<file path="config.mk">
export PLATFORM = sky130hd
export DESIGN_NAME = conv_relu_pool_engine
export DESIGN_NICKNAME = d
export VERILOG_FILES = /design/src/rtl/conv_pkg.sv /design/src/rtl/conv_relu_pool_engine_mac.sv /design/src/rtl/conv_relu_pool_engine.sv
export SDC_FILE = /design/constraint.sdc
export NUM_CORES = 1
export LEC_CHECK = 0
export CORE_MARGIN = 2
export CORE_UTILIZATION = 55
export CTS_CLUSTER_SIZE = 40
export DETAILED_ROUTE_END_ITERATION = 10
export PLACE_DENSITY = 0.74
export SLEW_MARGIN = 40
export SYNTH_ARGS = -nofsm -noshare
export SYNTH_HDL_FRONTEND = slang
export SYNTH_HIERARCHICAL = 1
export SYNTH_SLANG_ARGS = --single-unit
</file>
<file path="constraint.sdc">
create_clock -name clk -period 12.6 [get_ports clk]
set_input_delay 3.15 -clock clk [delete_from_list [all_inputs] [get_ports clk]]
set_output_delay 3.15 -clock clk [all_outputs]
set_load 0.1 [all_outputs]
</file>
<file path="src/rtl/conv_pkg.sv">
// ---------------------------------------------------------------------------
// conv_pkg
//   Shared definitions for the conv_relu_pool_engine slice:
//     - KERNEL       : fixed 3x3 coefficients, row-major, signed Q3.16 (20 bit)
//     - DEFAULT_BIAS : bias added before rounding, same format as the data
//     - CSEL_*       : layer memory select encodings
//     - state_t      : engine FSM states
//     - tap_dr/tap_dc: row/column offset (+1) of 3x3 tap k
// ---------------------------------------------------------------------------
package conv_pkg;

    localparam logic [19:0] DEFAULT_BIAS = 20'h01310;

    localparam logic [19:0] KERNEL [0:8] = '{
        20'h0A98E, 20'h092D5, 20'h06D43,
        20'h01004, 20'hF8F71, 20'hF6E54,
        20'hFA6D7, 20'hFC834, 20'hFAC19
    };

    localparam logic [2:0] CSEL_NONE = 3'b000;
    localparam logic [2:0] CSEL_L0   = 3'b001;
    localparam logic [2:0] CSEL_L1   = 3'b011;

    typedef enum logic [2:0] {
        ST_IDLE,
        ST_LOAD,
        ST_MAC_TAIL,
        ST_WR_L0,
        ST_RD_L0,
        ST_CMP_TAIL,
        ST_WR_L1,
        ST_DONE
    } state_t;

    // Offsets are returned biased by +1 (0..2) so callers stay unsigned.
    function automatic logic [1:0] tap_dr(input logic [3:0] k);
        if (k < 4'd3)      return 2'd0;
        else if (k < 4'd6) return 2'd1;
        else               return 2'd2;
    endfunction

    function automatic logic [1:0] tap_dc(input logic [3:0] k);
        case (k)
            4'd0, 4'd3, 4'd6: return 2'd0;
            4'd1, 4'd4, 4'd7: return 2'd1;
            default:          return 2'd2;
        endcase
    endfunction

endpackage

</file>
<file path="src/rtl/conv_relu_pool_engine_mac.sv">
// ---------------------------------------------------------------------------
// conv_mac
//   Multiply-accumulate datapath for one 3x3 output pixel, followed by bias,
//   round-to-nearest, saturation to signed DATA_W and ReLU.
//   Ports:
//     clk, reset      clock, asynchronous active-low reset
//     clear           zero the accumulator (has priority over acc_en)
//     acc_en          add operand*coef to the accumulator this cycle
//     operand, coef   signed DATA_W fixed-point factors
//     result          ReLU(saturate((acc + bias + half) >>> FRAC_W)), combinational
// ---------------------------------------------------------------------------
module conv_mac #(
    parameter int                DATA_W = 20,
    parameter int                FRAC_W = 16,
    parameter logic [DATA_W-1:0] BIAS   = '0
) (
    input  logic              clk,
    input  logic              reset,
    input  logic              clear,
    input  logic              acc_en,
    input  logic [DATA_W-1:0] operand,
    input  logic [DATA_W-1:0] coef,
    output logic [DATA_W-1:0] result
);

    localparam int PROD_W = 2 * DATA_W;
    localparam int ACC_W  = PROD_W + 4;
    localparam int EXT_W  = ACC_W - DATA_W - FRAC_W;

    localparam logic signed [ACC_W-1:0] SAT_MAX =
        {{(ACC_W-DATA_W+1){1'b0}}, {(DATA_W-1){1'b1}}};
    localparam logic signed [ACC_W-1:0] SAT_MIN =
        {{(ACC_W-DATA_W+1){1'b1}}, {(DATA_W-1){1'b0}}};

    logic signed [PROD_W-1:0] prod;
    logic signed [ACC_W-1:0]  acc_q;
    logic signed [ACC_W-1:0]  bias_term;
    logic signed [ACC_W-1:0]  round_term;
    logic signed [ACC_W-1:0]  sum;
    logic signed [ACC_W-1:0]  shifted;
    logic        [DATA_W-1:0] sat;

    // Operands are sign-extended to the product width so the truncated
    // product is the exact signed result.
    assign prod = $signed({{DATA_W{operand[DATA_W-1]}}, operand}) *
                  $signed({{DATA_W{coef[DATA_W-1]}}, coef});

    always_ff @(posedge clk or negedge reset) begin
        if (!reset) begin
            acc_q <= '0;
        end else if (clear) begin
            acc_q <= '0;
        end else if (acc_en) begin
            acc_q <= acc_q + {{(ACC_W-PROD_W){prod[PROD_W-1]}}, prod};
        end
    end

    // Bias is aligned to the product scale; adding half an LSB before the
    // arithmetic shift gives round-half-up.
    assign bias_term  = {{EXT_W{BIAS[DATA_W-1]}}, BIAS, {FRAC_W{1'b0}}};
    assign round_term = {{(ACC_W-FRAC_W){1'b0}}, 1'b1, {(FRAC_W-1){1'b0}}};
    assign sum        = acc_q + bias_term + round_term;
    assign shifted    = sum >>> FRAC_W;

    always_comb begin
        if (shifted > SAT_MAX) begin
            sat = {1'b0, {(DATA_W-1){1'b1}}};
        end else if (shifted < SAT_MIN) begin
            sat = {1'b1, {(DATA_W-1){1'b0}}};
        end else begin
            sat = shifted[DATA_W-1:0];
        end
    end

    assign result = sat[DATA_W-1] ? '0 : sat;

endmodule

</file>
<file path="src/rtl/conv_relu_pool_engine.sv">
// ---------------------------------------------------------------------------
// conv_relu_pool_engine
//   3x3 zero-padded convolution + bias + round + saturate + ReLU over an
//   IMG_DIM x IMG_DIM image in external ROM, written to layer-0 memory,
//   followed by 2x2 stride-2 max pooling from layer 0 into layer 1.
//   Build option: define CONV_POOL_EN to include the pooling phase; without
//   it the engine finishes after the last layer-0 write.
//   Ports:
//     clk, reset            clock, asynchronous active-low reset
//     ready                 host start request (image ROM valid)
//     idata                 ROM data, valid the cycle after iaddr
//     cdata_rd              layer memory read data, valid the cycle after crd
//     busy                  high from start until the final write completes
//     iaddr                 ROM address, row-major
//     cwr/caddr_wr/cdata_wr layer memory write strobe, address, data
//     crd/caddr_rd          layer memory read strobe, address
//     csel                  memory select: 000 none, 001 layer 0, 011 layer 1
//
//   Host handshake: ready is sampled only while the engine is idle
//   (busy=0); a sampled 1 starts a frame and busy rises on the next cycle.
//   While busy=1 ready is ignored. There is no back-pressure on any memory
//   port: reads return data exactly one cycle after the strobe.
// ---------------------------------------------------------------------------
module conv_relu_pool_engine
    import conv_pkg::*;
#(
    parameter int                IMG_DIM = 64,
    parameter int                DATA_W  = 20,
    parameter int                FRAC_W  = 16,
    parameter logic [DATA_W-1:0] BIAS    = DEFAULT_BIAS,
    localparam int               ADDR_W  = 2 * $clog2(IMG_DIM)
) (
    input  logic              clk,
    input  logic              reset,
    input  logic              ready,
    input  logic [DATA_W-1:0] idata,
    input  logic [DATA_W-1:0] cdata_rd,
    output logic              busy,
    output logic [ADDR_W-1:0] iaddr,
    output logic              cwr,
    output logic [ADDR_W-1:0] caddr_wr,
    output logic [DATA_W-1:0] cdata_wr,
    output logic              crd,
    output logic [ADDR_W-1:0] caddr_rd,
    output logic [2:0]        csel
);

    localparam int            RC_W    = $clog2(IMG_DIM);
    localparam logic [RC_W:0] DIM_EXT = (RC_W+1)'(IMG_DIM);

    state_t state_q, state_d;

    logic [RC_W-1:0]   r_q, c_q;
    logic [3:0]        k_q;
    logic              raster_last;
    logic [RC_W:0]     tap_r, tap_c;
    logic              tap_ok;
    logic [ADDR_W-1:0] tap_addr;
    logic [ADDR_W-1:0] iaddr_hold_q;

    logic              mac_en_q;
    logic              tap_ok_q;
    logic [3:0]        mac_k_q;
    logic              acc_clear;
    logic [DATA_W-1:0] operand;
    logic [DATA_W-1:0] mac_result;

    assign raster_last = (r_q == RC_W'(IMG_DIM-1)) && (c_q == RC_W'(IMG_DIM-1));

    // Tap coordinates carry a +1 bias so row/col -1 is 0 and row/col
    // IMG_DIM is the upper out-of-range value; both are padding.
    assign tap_r    = {1'b0, r_q} + {{(RC_W-1){1'b0}}, tap_dr(k_q)};
    assign tap_c    = {1'b0, c_q} + {{(RC_W-1){1'b0}}, tap_dc(k_q)};
    assign tap_ok   = (tap_r != '0) && (tap_r <= DIM_EXT) &&
                      (tap_c != '0) && (tap_c <= DIM_EXT);
    assign tap_addr = {tap_r[RC_W-1:0] - RC_W'(1), tap_c[RC_W-1:0] - RC_W'(1)};

`ifdef CONV_POOL_EN
    localparam int P_W = RC_W - 1;

    logic [P_W-1:0]    i_q, j_q;
    logic [1:0]        q_q;
    logic              rd_fold_q;
    logic              rd_first_q;
    logic [DATA_W-1:0] max_q;
    logic              pool_last;

    assign pool_last = (i_q == '1) && (j_q == '1);
`else
    logic unused_rd;
    assign unused_rd = ^cdata_rd;
`endif

    // ---------------- FSM state register ----------------
    always_ff @(posedge clk or negedge reset) begin
        if (!reset) begin
            state_q <= ST_IDLE;
        end else begin
            state_q <= state_d;
        end
    end

    // ---------------- FSM next state and outputs ----------------
    always_comb begin
        state_d  = state_q;
        busy     = (state_q != ST_IDLE);
        iaddr    = iaddr_hold_q;
        cwr      = 1'b0;
        crd      = 1'b0;
        csel     = CSEL_NONE;
        caddr_wr = '0;
        cdata_wr = '0;
        caddr_rd = '0;
        unique case (state_q)
            ST_IDLE: begin
                if (ready) state_d = ST_LOAD;
            end
            ST_LOAD: begin
                // Padding taps keep the previous address on the bus.
                if (tap_ok) iaddr = tap_addr;
                if (k_q == 4'd8) state_d = ST_MAC_TAIL;
            end
            ST_MAC_TAIL: begin
                state_d = ST_WR_L0;
            end
            ST_WR_L0: begin
                cwr      = 1'b1;
                csel     = CSEL_L0;
                caddr_wr = {r_q, c_q};
                cdata_wr = mac_result;
`ifdef CONV_POOL_EN
                state_d  = raster_last ? ST_RD_L0 : ST_LOAD;
`else
                state_d  = raster_last ? ST_DONE : ST_LOAD;
`endif
            end
`ifdef CONV_POOL_EN
            ST_RD_L0: begin
                crd      = 1'b1;
                csel     = CSEL_L0;
                caddr_rd = {i_q, q_q[1], j_q, q_q[0]};
                if (q_q == 2'd3) state_d = ST_CMP_TAIL;
            end
            ST_CMP_TAIL: begin
                state_d = ST_WR_L1;
            end
            ST_WR_L1: begin
                cwr      = 1'b1;
                csel     = CSEL_L1;
                caddr_wr = {2'b00, i_q, j_q};
                cdata_wr = max_q;
                state_d  = pool_last ? ST_DONE : ST_RD_L0;
            end
`endif
            ST_DONE: begin
                state_d = ST_IDLE;
            end
            default: begin
                state_d = ST_IDLE;
            end
        endcase
    end

    // ---------------- convolution counters and MAC pipeline ----------------
    always_ff @(posedge clk or negedge reset) begin
        if (!reset) begin
            r_q          <= '0;
            c_q          <= '0;
            k_q          <= '0;
            iaddr_hold_q <= '0;
            mac_en_q     <= 1'b0;
            tap_ok_q     <= 1'b0;
            mac_k_q      <= '0;
        end else begin
            iaddr_hold_q <= iaddr;
            // Tap k's ROM word arrives next cycle; its MAC controls follow it.
            mac_en_q     <= (state_q == ST_LOAD);
            tap_ok_q     <= (state_q == ST_LOAD) && tap_ok;
            mac_k_q      <= k_q;
            case (state_q)
                ST_IDLE: begin
                    r_q <= '0;
                    c_q <= '0;
                    k_q <= '0;
                end
                ST_LOAD: begin
                    k_q <= (k_q == 4'd8) ? 4'd0 : k_q + 4'd1;
                end
                ST_WR_L0: begin
                    // Wraps to (0,0) after the last pixel.
                    c_q <= c_q + RC_W'(1);
                    if (c_q == RC_W'(IMG_DIM-1)) r_q <= r_q + RC_W'(1);
                end
                default: ;
            endcase
        end
    end

    assign acc_clear = (state_q == ST_IDLE) || ((state_q == ST_LOAD) && (k_q == 4'd0));
    assign operand   = tap_ok_q ? idata : '0;

    conv_mac #(
        .DATA_W (DATA_W),
        .FRAC_W (FRAC_W),
        .BIAS   (BIAS)
    ) u_mac (
        .clk     (clk),
        .reset   (reset),
        .clear   (acc_clear),
        .acc_en  (mac_en_q),
        .operand (operand),
        .coef    (KERNEL[mac_k_q]),
        .result  (mac_result)
    );

`ifdef CONV_POOL_EN
    // ---------------- pooling counters and running max ----------------
    always_ff @(posedge clk or negedge reset) begin
        if (!reset) begin
            i_q        <= '0;
            j_q        <= '0;
            q_q        <= '0;
            rd_fold_q  <= 1'b0;
            rd_first_q <= 1'b0;
            max_q      <= '0;
        end else begin
            rd_fold_q  <= (state_q == ST_RD_L0);
            rd_first_q <= (state_q == ST_RD_L0) && (q_q == 2'd0);
            // Read data lags the strobe by one cycle, so the fold of read q
            // happens in the cycle after it was issued.
            if (rd_fold_q) begin
                if (rd_first_q || ($signed(cdata_rd) > $signed(max_q))) begin
                    max_q <= cdata_rd;
                end
            end
            case (state_q)
                ST_IDLE: begin
                    i_q <= '0;
                    j_q <= '0;
                    q_q <= '0;
                end
                ST_RD_L0: begin
                    q_q <= q_q + 2'd1;
                end
                ST_WR_L1: begin
                    j_q <= j_q + P_W'(1);
                    if (j_q == '1) i_q <= i_q + P_W'(1);
                end
                default: ;
            endcase
        end
    end
`endif

endmodule

</file>
==> impl_metrics.env <==
export IMPL_status="finished, final reports clean"
export IMPL_first_global_vias=18182
export IMPL_area_growth_pct=6.62
export IMPL_syn_inst=2584
export IMPL_relSlewSlack=0.365
export IMPL_ys_flop_type="dfrtp_1"
export IMPL_hold_depth=1
export IMPL_wl_per_cell_um=16.2
export IMPL_finalCriticalPeriod_ns=12.12
export IMPL_cts_num_sinks=81
export IMPL_routabilityCongestion=0.898
export IMPL_cap_violations=0
export IMPL_syn_avg_cell_area_um2=8.85
export IMPL_final_hold_viol_count=0
export IMPL_final_common_cell="inv_1"
export IMPL_post_route_util=0.596
export IMPL_route_detailed_drc=0
export IMPL_r2r_start="mac_k_q[0]"
export IMPL_antenna_cells=0
export IMPL_cts_resized=0
export IMPL_crit_slowest_cell="fa_1"
export IMPL_r2r_end="u_mac/acc_q[41]"
export IMPL_tightest_slew_ns=0.959
export IMPL_grt_use_total=0.250
export IMPL_cts_setup_buffers=0
export IMPL_fp_dieW_um=208
export IMPL_hold_class="reg2reg"
export IMPL_yosysWarnings=6
export IMPL_synthArstFlopShare=1.00
export IMPL_cts_tree="built"
export IMPL_port_buffer_count=68
export IMPL_fin_ws_ns=0.480
export IMPL_endpoint="u_mac/acc_q[34]"
export IMPL_layout_common_cells="inv_1 (514), fa_1 (422), and2_1 (255)"
export IMPL_crit_type="in2reg"
export IMPL_coreArea_um2=40900
export IMPL_synth_edf_count=0
export IMPL_initial_core_util=0.559
export IMPL_placed_cells=3143
export IMPL_postRouteAntennaNets=0
export IMPL_path_max_fanout=13
export IMPL_fmax_mhz=82.5
export IMPL_drt_iter0_markers=889
export IMPL_io_pins=105
export IMPL_drtPass1Iterations=5
export IMPL_timing_final_max_slew_violations=0
export IMPL_min_period_over_period=0.962
export IMPL_grt_ovfl_total=0
export IMPL_cpPeakStageDelay_ns=0.55
export IMPL_arrival_ns=12.36
export IMPL_finalSetupViolCount=0
export IMPL_via_per_inst=5.42
export IMPL_grt_max_degree=82
export IMPL_die_h_um=208
export IMPL_ff2ff_setup_slack_ns=2.47
export IMPL_synth_seq_area_share=0.0887
export IMPL_htreeDepth=3
export IMPL_clock_latency_ns=0.35
export IMPL_clk_pin_slew_ns=0.06
export IMPL_worstPathRequired_ns=12.84
export IMPL_die_area_um2=43200
export IMPL_post_synth_instance_area_um2=22900
export IMPL_yosysUniqueCellTypes=91
export IMPL_rows=74
export IMPL_routed_wl_um=51300
export IMPL_antenna_found_initial=0
export IMPL_vias=17112
export IMPL_critPathLaunchType="input port"
export IMPL_synth_seq_cells=81
export IMPL_instances_no_fill=3159
export IMPL_layout_nets=3257
export IMPL_preCtsSetupSlack_ns=-0.0782
export IMPL_hpwl_um=42400
export IMPL_grt_setup_unrepaired="false"
export IMPL_numCtsBuffers=9
export IMPL_fin_skew_ns=0.00407
export IMPL_grt_pass1_wl_um=89600
export IMPL_startpoint="idata[3]"
export IMPL_r2r_cells=42
export IMPL_hold_buffers=0
export IMPL_end_kind="register"
export IMPL_layout_drive_gt1_share=0.0849
export IMPL_cp_common_cell="fa_1"
export IMPL_clock_path_buffers=2
export IMPL_cts_root_buf="clkbuf_16"
export IMPL_whs_ns=0.494
-- worst max-delay path: cells and delay by family --
| kind | cells | cell delay (ns) |
|---|---|---|
| and+or+nand+nor | 5 | 0.73 |
| muxes | 1 | 0.35 |
| buffers and inverters | 7 | 1.01 |
| xor gates and xnor gates | 1 | 0.21 |
| adders and majority gates | 9 | 4.01 |
| AOI/OAI and AO/OA | 16 | 2.88 |
-- layer usage --
layer,track usage,up-vias,share of wire
met3,0.0289,75,0.048
met5,0,-,0
met2,0.419,414,0.49
li1,-,8015,-
met1,0.346,8608,0.44
met4,0.0653,0,0.021
-- cells in the mapped netlist, types with 4 or more instances --
cell type    n  share of area
inv_1      514          0.084
fa_1       423           0.37
and2_1     263          0.072
nand2_1    245          0.040
ha_1       169          0.093
nor2_1     118          0.019
clkbuf_1   103          0.017
dfrtp_1     81          0.089
a21oi_1     76          0.017
xnor2_1     72          0.028
o21ai_0     62          0.014
a21o_1      51          0.017
xor2_1      46          0.018
mux2i_1     32          0.014
nand3_1     29         0.0063
nand2b_1    25         0.0068
buf_4       21         0.0069
nor3_1      19         0.0042
nand4_1     16         0.0044
a211oi_1    13         0.0043
a31oi_1     12         0.0033
o21a_1      12         0.0039
o21bai_1    11         0.0036
or3_1       10         0.0027
and3_1       7         0.0019
mux2_4       7         0.0046
a31o_2       6         0.0023
buf_2        6         0.0013
mux2_2       6         0.0030
nor2b_1      6         0.0016
o22ai_1      6         0.0016
or2_2        6         0.0016
a21o_2       5         0.0019
nand4b_1     5         0.0019
o211ai_1     5         0.0016
o31ai_1      5         0.0016
a21oi_2      4         0.0015
nor3b_1      4         0.0013
nor4_1       4         0.0011
-- through the flow --
stage	instance area [um2]	TNS, ns
3_3_place_gp	24300	0
4_1_cts	24300	0
6_report	24400	0
3_5_place_dp	24100	-0.174
5_1_grt	24400	0
2_1_floorplan	22900	0
-- sequential cells by signal, summed over array words and instances (netlist names) --
register	count
mac_en_q	1
state_q	3
c_q	6
iaddr_hold_q	12
tap_ok_q	1
u_mac/acc_q	44
r_q	6
k_q	4
mac_k_q	4
-- layout make-up --
class                           count  area, um2
Multi-Input combinational cell   1864      18400
Fill cell                        3535      16600
Sequential cell                    81       2030
Inverter                          514       1930
Timing Repair Buffer              152       1100
Tap cell                          532        666
Clock buffer                        9        225
Clock inverter                      7       52.6
-- worst min path at each step --
stage,slack [ns],from,endpoint
2_1_floorplan,0.35,k_q[2],mac_k_q[2]
3_3_place_gp,0.48,iaddr_hold_q[8],iaddr_hold_q[8]
3_5_place_dp,0.48,iaddr_hold_q[6],iaddr_hold_q[6]
4_1_cts,0.50,iaddr_hold_q[8],iaddr_hold_q[8]
5_1_grt,0.50,iaddr_hold_q[0],iaddr_hold_q[0]
6_report,0.49,iaddr_hold_q[9],iaddr_hold_q[9]
-- cell families (layout without fill, tap and decap cells) --
| family | Yosys count | after routing | synth area share |
|---|---|---|---|
| simple gates | 778 | 778 | 0.174 |
| fa+ha+maj | 592 | 592 | 0.463 |
| other cells | 2 | 16 | 0.000329 |
| mux | 45 | 45 | 0.0216 |
| flops | 81 | 81 | 0.0887 |
| buf+inv | 653 | 682 | 0.113 |
| xor+xnor | 119 | 119 | 0.0462 |
| compound gates | 314 | 314 | 0.0928 |
Power is not shown: default switching activity piles up to over one toggle a cycle in this logic, so the estimate is an artifact.
